[config.mk]
export PLATFORM = sky130hd
export DESIGN_NAME = sound_sequencer_flat
export DESIGN_NICKNAME = d
export VERILOG_FILES = /design/src/rtl/sound_sequencer_if.sv /design/src/rtl/sound_sequencer.sv /design/src/flat_wrapper.sv
export SDC_FILE = /design/constraint.sdc
export NUM_CORES = 1
export LEC_CHECK = 0
export ABC_CLOCK_PERIOD_IN_PS = 4400
export BUFFER_PORTS_ARGS = -buffer_cell sky130_fd_sc_hd__buf_2
export CORE_MARGIN = 5
export CORE_UTILIZATION = 40
export CTS_BUF_LIST = sky130_fd_sc_hd__clkbuf_16
export CTS_CLUSTER_SIZE = 30
export DETAILED_ROUTE_END_ITERATION = 10
export HOLD_SLACK_MARGIN = 0.02
export REMOVE_ABC_BUFFERS = 1
export SKIP_LAST_GASP = 1
export SLEW_MARGIN = 20
export SYNTH_ARGS = -nofsm -noshare
export SYNTH_HDL_FRONTEND = slang
export SYNTH_SLANG_ARGS = --single-unit
[constraint.sdc]
create_clock -name clk -period 4.4 [get_ports clk]
set_input_delay 0.66 -clock clk [delete_from_list [all_inputs] [get_ports clk]]
set_output_delay 0.66 -clock clk [all_outputs]
set_load 0.05 [all_outputs]
[src/rtl/sound_sequencer_if.sv]
// Link from the sequencer to the square-wave sound generator: one-shot
// 9-bit load strobe/data plus the start pulse.
interface sound_sequencer_if;
    logic       snd_data_tx;
    logic [8:0] snd_data;
    logic       snd_enable;

    modport master (output snd_data_tx, output snd_data, output snd_enable);
    modport slave  (input  snd_data_tx, input  snd_data, input  snd_enable);
endinterface

[src/rtl/sound_sequencer.sv]
// Note-list player: buffers packed {tone, dur} words in a FIFO and plays them
// one by one on the sound generator, timing each note plus a silent gap.
module sound_sequencer #(
    parameter int DEPTH     = 8,
    parameter int DUR_SHIFT = 21,
    parameter int GAP       = 16
) (
    input  logic                   clk,
    input  logic                   reset_n,
    input  logic                   wr_en,
    input  logic [15:0]            wr_data,
    input  logic                   play,
    input  logic                   flush,
    output logic                   full,
    output logic [$clog2(DEPTH):0] count,
    output logic                   overflow,
    output logic                   busy,
    sound_sequencer_if.master      snd
);
    localparam int AW = $clog2(DEPTH);
    localparam int TW = 8 + DUR_SHIFT;
    localparam logic [AW:0] DEPTH_CNT = (AW+1)'(DEPTH);

    typedef enum logic [2:0] {
        ST_IDLE, ST_TONE, ST_DUR, ST_START, ST_WAIT, ST_GAP
    } state_t;

    state_t        state, state_nxt;
    logic [15:0]   mem [DEPTH];
    logic [AW-1:0] wr_ptr, rd_ptr;
    logic [15:0]   head;
    logic [7:0]    head_tone, head_dur;
    logic [7:0]    note_tone, note_dur;
    logic [TW-1:0] timer;
    logic          pop, wr_ok;
    logic          tx_nxt, en_nxt;
    logic [8:0]    data_nxt;

    assign head      = mem[rd_ptr];
    assign head_tone = head[15:8];
    assign head_dur  = head[7:0];
    assign full      = (count == DEPTH_CNT);
    // Fullness is judged on the pre-pop occupancy; flush swallows a same-cycle write.
    assign wr_ok     = wr_en && !full && !flush;
    assign busy      = (state != ST_IDLE) || (count != '0);

    // FIFO storage and the popped note are plain data, no reset needed.
    always_ff @(posedge clk) begin
        if (wr_ok)
            mem[wr_ptr] <= wr_data;
        if (pop) begin
            note_tone <= head_tone;
            note_dur  <= head_dur;
        end
    end

    // FIFO pointers, occupancy and the sticky overflow flag.
    always_ff @(posedge clk or negedge reset_n) begin
        if (!reset_n) begin
            wr_ptr   <= '0;
            rd_ptr   <= '0;
            count    <= '0;
            overflow <= 1'b0;
        end else if (flush) begin
            wr_ptr   <= '0;
            rd_ptr   <= '0;
            count    <= '0;
            overflow <= 1'b0;
        end else begin
            if (wr_ok)
                wr_ptr <= wr_ptr + AW'(1);
            if (pop)
                rd_ptr <= rd_ptr + AW'(1);
            count <= count + (AW+1)'(wr_ok) - (AW+1)'(pop);
            if (wr_en && full)
                overflow <= 1'b1;
        end
    end

    // Shared note/gap timer: loaded with the note length at pop, counts down in
    // WAIT, then reloaded with the gap length for GAP.
    always_ff @(posedge clk or negedge reset_n) begin
        if (!reset_n)
            timer <= '0;
        else if (pop)
            timer <= TW'(head_dur) << DUR_SHIFT;
        else if (state == ST_WAIT)
            timer <= (timer == TW'(1)) ? TW'(GAP) : timer - TW'(1);
        else if (state == ST_GAP)
            timer <= timer - TW'(1);
    end

    // State register.
    always_ff @(posedge clk or negedge reset_n) begin
        if (!reset_n)
            state <= ST_IDLE;
        else
            state <= state_nxt;
    end

    // Next state, pop decision and the generator outputs for the next cycle.
    always_comb begin
        state_nxt = state;
        pop       = 1'b0;
        tx_nxt    = 1'b0;
        en_nxt    = 1'b0;
        data_nxt  = 9'h000;
        if (flush) begin
            state_nxt = ST_IDLE;
            // A sounding note is cut by loading a zero duration, which stops the generator.
            if (state == ST_TONE || state == ST_DUR || state == ST_START ||
                (state == ST_WAIT && note_tone != 8'h00))
                tx_nxt = 1'b1;
        end else begin
            case (state)
                ST_IDLE: begin
                    if (play && count != '0) begin
                        pop = 1'b1;
                        if (head_dur == 8'h00) begin
                            state_nxt = ST_IDLE;
                        end else if (head_tone == 8'h00) begin
                            state_nxt = ST_WAIT;
                        end else begin
                            state_nxt = ST_TONE;
                            tx_nxt    = 1'b1;
                            data_nxt  = {1'b1, head_tone};
                        end
                    end
                end
                ST_TONE: begin
                    state_nxt = ST_DUR;
                    tx_nxt    = 1'b1;
                    data_nxt  = {1'b0, note_dur};
                end
                ST_DUR: begin
                    state_nxt = ST_START;
                    en_nxt    = 1'b1;
                end
                ST_START: state_nxt = ST_WAIT;
                ST_WAIT:  if (timer == TW'(1)) state_nxt = ST_GAP;
                ST_GAP:   if (timer == TW'(1)) state_nxt = ST_IDLE;
                default:  state_nxt = ST_IDLE;
            endcase
        end
    end

    // Registered generator interface.
    always_ff @(posedge clk or negedge reset_n) begin
        if (!reset_n) begin
            snd.snd_data_tx <= 1'b0;
            snd.snd_data    <= 9'h000;
            snd.snd_enable  <= 1'b0;
        end else begin
            snd.snd_data_tx <= tx_nxt;
            snd.snd_data    <= data_nxt;
            snd.snd_enable  <= en_nxt;
        end
    end
endmodule

[src/flat_wrapper.sv]
// flat-port wrapper written by rule: the top's interface ports become plain ports
module sound_sequencer_flat 
#(
    parameter int DEPTH     = 8,
    parameter int DUR_SHIFT = 21,
    parameter int GAP       = 16
)
  (clk, reset_n, wr_en, wr_data, play, flush, full, count, overflow, busy, snd_snd_data_tx, snd_snd_data, snd_snd_enable);
  sound_sequencer_if snd_i ();
  input  logic clk;
  input  logic reset_n;
  input  logic wr_en;
  input  logic [15:0] wr_data;
  input  logic play;
  input  logic flush;
  output logic full;
  output logic [$clog2(DEPTH):0] count;
  output logic overflow;
  output logic busy;
  output wire logic [$bits(snd_i.snd_data_tx)-1:0] snd_snd_data_tx;
  output wire logic [$bits(snd_i.snd_data)-1:0] snd_snd_data;
  output wire logic [$bits(snd_i.snd_enable)-1:0] snd_snd_enable;
  assign snd_snd_data_tx = snd_i.snd_data_tx;
  assign snd_snd_data = snd_i.snd_data;
  assign snd_snd_enable = snd_i.snd_enable;
  sound_sequencer #(.DEPTH(DEPTH), .DUR_SHIFT(DUR_SHIFT), .GAP(GAP)) u_core (.clk(clk), .reset_n(reset_n), .wr_en(wr_en), .wr_data(wr_data), .play(play), .flush(flush), .full(full), .count(count), .overflow(overflow), .busy(busy), .snd(snd_i));
endmodule
==> run summary <==
The run finished with clean final reports. For the worst setup path, the data arrival time is 3300 ps. The run gives 845 as the number of cells after detailed placement. At the worst endpoint, the required time is 4740 ps.

The sequential cell area fraction in the yosys report was 0.672. Once detail routing completed, the nets flagged for antenna violations numbered 0. The design draws 5.68 mW. Global routing finished with a remaining overflow of 0.

In the layout the commonest cells are edfxtp_1, dfrtp_1, nor2_1. Setup repair after global routing left no endpoint under its margin. The number of cells upsized or downsized after cts is 0.

For the final net count, the log shows 621. Synthesis produced a netlist whose cell count is 539. The register bit total from synthesis is 198. The floorplan row count is 53, and the worst-margin pin slew is 831 ps. The logs give 0 for the number of antenna violations at the first check in global routing and 0.149 for the total global routing track utilization.

In this run the deepest clock path goes through 2 buffers. The number of cells traversed by the worst register-to-register path is 8. STA classifies the critical path endpoint as a register. The signed area change from the synthesized netlist to the final layout works out to 13.1%. Combinational family with the most area after synthesis: simple AND/OR/NAND/NOR gates.

Static timing analysis puts the maximum clock frequency at 0.338 GHz. After detailed routing, the number of vias per cell comes to 5.36. The share of the clock period used by the worst path after layout was 0.672; the final routed DRC violation total was 0. The number of vias after detailed routing was 4,702. Dividing the detail-routed wire length by the instance count gives 19.6 µm.

The number of port buffers is 38, and the buffer count from post-CTS setup fixing is 0. TritonCTS built the clock tree. The worst hold path belongs to the class in2async. The simple-gate share of the synthesized area came out at 0.119. For flop-to-flop paths, the worst setup slack is 1440 ps. The tools report the area of the die as 24,100 µm². The tools report the first-pass GRT wire length as 27.7 mm. Slowest cell on the critical path: or4b_1.

Along the worst path, the maximum fanout reaches 30. In this run, the number of DRC markers left after iteration 0 of detailed routing was 236. The internal cell power was 3.72 mW. For the number of max-cap violations, the log shows 0. Entering global routing, the biggest net connects 55 pins. The portion of total power attributed to the clock network was 0.264.

Total wire length after detailed routing: 17.2 mm. In this run the power density over the cells is 594 nW/µm². Averaged over all synthesized cells, the footprint is 15.7 µm². The share of the synthesized area in compound gates (AO/OA/AOI/OAI) is 0.0364, and the final number of hold-violating endpoints is 0.

After clock tree synthesis, the flow added hold-fix buffers numbering 0. For the final routed database, the setup TNS stands at 0 ps. The signal on the critical path passes through inv_1, ha_1, or3b_1, nand4_2, inv_2, or2_1, or4b_1, o211ai_1. The portion of total power attributed to combinational logic came out at 0.295. The kind of cell with the highest combined delay along the critical path is simple AND/OR/NAND/NOR gates.

The worst register-to-register path ends at u_core.timer[26]. The floorplan die width works out to 155 µm. After detailed routing, the met3 layer carries 751 µm of wire. Between clock sinks in the finished design, the worst skew comes to 9.43 ps. The tools report the met2 wirelength from detailed routing as 8.44 mm.

The congestion estimate from routability-driven global placement came to 0.851. The logs give 39 for the I/O pin count and 0 for the final antenna diode count. The die is 155 µm tall. The effective utilization at floorplan was 0.404; the share of flip-flops with an asynchronous set or reset after synthesis was 0.273. Summed over all cells, the static leakage comes to 3.39 nW. After synthesis the cells add up to 8450 µm². The share of synthesized area spent on multiplexers was 0.109; the HPWL after detailed placement was 11.3 mm. The startpoint identified for the worst register-to-register timing path is u_core.count[2].

Routed signal wires occupy layers up through met4. Setup violations remaining at the end of the flow were counted as 0. For the via count of the first global-routing pass, the log shows 4,898. The fraction of layout cells with a size suffix above 1 is 0.238, and the minimum clock period after layout is 2960 ps. Number of sinks driven by the clock tree: 198. Total net switching power: 1.96 mW.

The worst setup path is of the reg2reg kind. The switching share of power was 0.345; the clock insertion delay at the later pin of the skew report was 440 ps. The region available for standard cell placement spans 20,900 µm².

The logs give 0.446 for the worst max-slew margin expressed relative to the limit and 17 for the total CTS buffers. Worst stage delay on the critical path: 620 ps. After detailed routing, the wire length on met1 is 7.72 mm. In this run, distinct cell masters in the synthesized netlist total 58. Sort of element at the start of the critical path: a register. The number of buffers and inverters on the critical path is 2. The H-tree was split into 4 levels. The synthesized-area fraction occupied by adder cells was 0.0172. The most common library cell in the layout ignoring fill and taps was edfxtp_1. IR analysis of the VDD net gives a maximum drop of 0.316 mV.

The total of warnings raised by yosys was 0. The xor/xnor cell area share of the yosys netlist works out to 0.0280. The finished layout holds 877 standard cells, fillers aside. Yosys mapped a number of flops with a built-in enable equal to 144. The clock slew at the register clock pins of the worst setup and hold paths is 70 ps. The buffer cell driving the clock tree root was clkbuf_16.

The filler cells instantiated in the layout total 1,819. The most used flip-flop cell after synthesis is edfxtp_1. The tools report the portion of total power attributed to sequential cells as 0.440. The detailed-router iteration count before antenna repair was 4; the final count of pins violating max slew was 0.
==> stage by stage <==
stage                     hold slack, ps  instance area [µm²]  setup WS, ps  utilization
after global placement               462                 8980          1380        0.430
final                                361                 9550          1440        0.457
after global routing                 423                 9550          1240        0.457
after CTS                            375                 9550          1420        0.457
after floorplan                      364                 8340           848            -
after detailed placement             483                 8980          1310        0.430
==> cell type report <==
class | count | area (µm²) | area share
Tap cell | 275 | 344 | 0.0360
Multi-Input combinational cell | 309 | 2630 | 0.275
Timing Repair Buffer | 51 | 288 | 0.0301
Inverter | 12 | 45.0 | 0.00471
Sequential cell | 198 | 5680 | 0.594
Clock buffer | 17 | 425 | 0.0445
Clock inverter | 15 | 146 | 0.0153
==> flip-flops by register name, summed over array words and instances, names as in the netlist <==
name	count
u_core.rd_ptr	3
u_core.timer	29
u_core.snd.snd_data_tx	1
u_core.overflow	1
u_core.count	4
u_core.note_tone	8
u_core.note_dur	8
u_core.state	3
u_core.snd.snd_data	9
u_core.snd.snd_enable	1
u_core.mem	128
u_core.wr_ptr	3
==> worst register-to-register path: stages (launching register included) <==
cell and delay (ps):
dfrtp_1 370, inv_1 100, ha_1 140, or3b_1 420, nand4_2 220, inv_2 270
or2_1 630, or4b_1 620, o211ai_1 90
==> synth_stat cells, types with 2 or more instances <==
cell        n  area [µm²]
nor2_1     52         195
or4_1       7        52.6
inv_1      11        41.3
dfrtp_1    54        1350
or3_1       7        43.8
nand3_1    10        50.1
nand2b_1    8        50.1
or2_1       2        12.5
clkbuf_1    4        15.0
nand2_1    29         109
nor4_2      4        50.1
buf_6       2        22.5
a21oi_1    10        50.1
ha_1       10         125
nand3b_1    3        22.5
mux2i_1     2        20.0
nor4b_1     4        35.0
mux4_2     32         721
nor3_1     19        95.1
a21o_1      3        22.5
a211oi_1    3        22.5
o21ai_1     3        15.0
nor2b_1     4        25.0
xnor2_1    15         131
nor4_4      4        85.1
nor4_1     14        87.6
a32o_1      2        20.0
and2_1      2        12.5
a22o_1      8        70.1
xor2_1     12         105
mux2_2     12         135
o311ai_1    2        17.5
mux2_1      3        33.8
edfxtp_1  144        4320
buf_2      12        60.1
o21ai_0     4        20.0
==> cells by family after synthesis <==
family / after synthesis
AO/OA/AOI/OAI: 43
XOR/XNOR: 27
adder cells (fa/ha/maj): 11
buffers and inverters: 32
flip-flops: 198
multiplexers: 50
AND/OR/NAND/NOR: 178
==> power by group through the flow <==
stage	Combinational (mW)	Clock (mW)	Sequential, mW
2_1_floorplan	1.05	0	2.69
3_3_place_gp	1.65	0	2.53
3_5_place_dp	1.68	0	2.54
4_1_cts	1.70	1.54	2.50
5_1_grt	1.84	1.62	2.53
6_report	1.68	1.50	2.50
==> routing by layer <==
metal  GRT usage  vias to the layer above
li1            -                     2181
met1       0.198                     2400
met2       0.243                       98
met3      0.0414                       23
met4      0.0429                        0
met5           0                        -
==> how the worst max path moves through the flow <==
stage	slack [ps]	cells past startpoint	from	end
global placement	1380	9	flush	u_core.count[1]
floorplan	850	6	u_core.count[2]	u_core.mem[0][0]
detailed placement	1310	9	flush	u_core.count[1]
CTS	1420	8	u_core.count[2]	u_core.timer[26]
global route	1240	6	u_core.state[1]	u_core.timer[26]
finish	1440	8	u_core.count[2]	u_core.timer[26]
No activity file was read; power rests on OpenSTA's default activity.
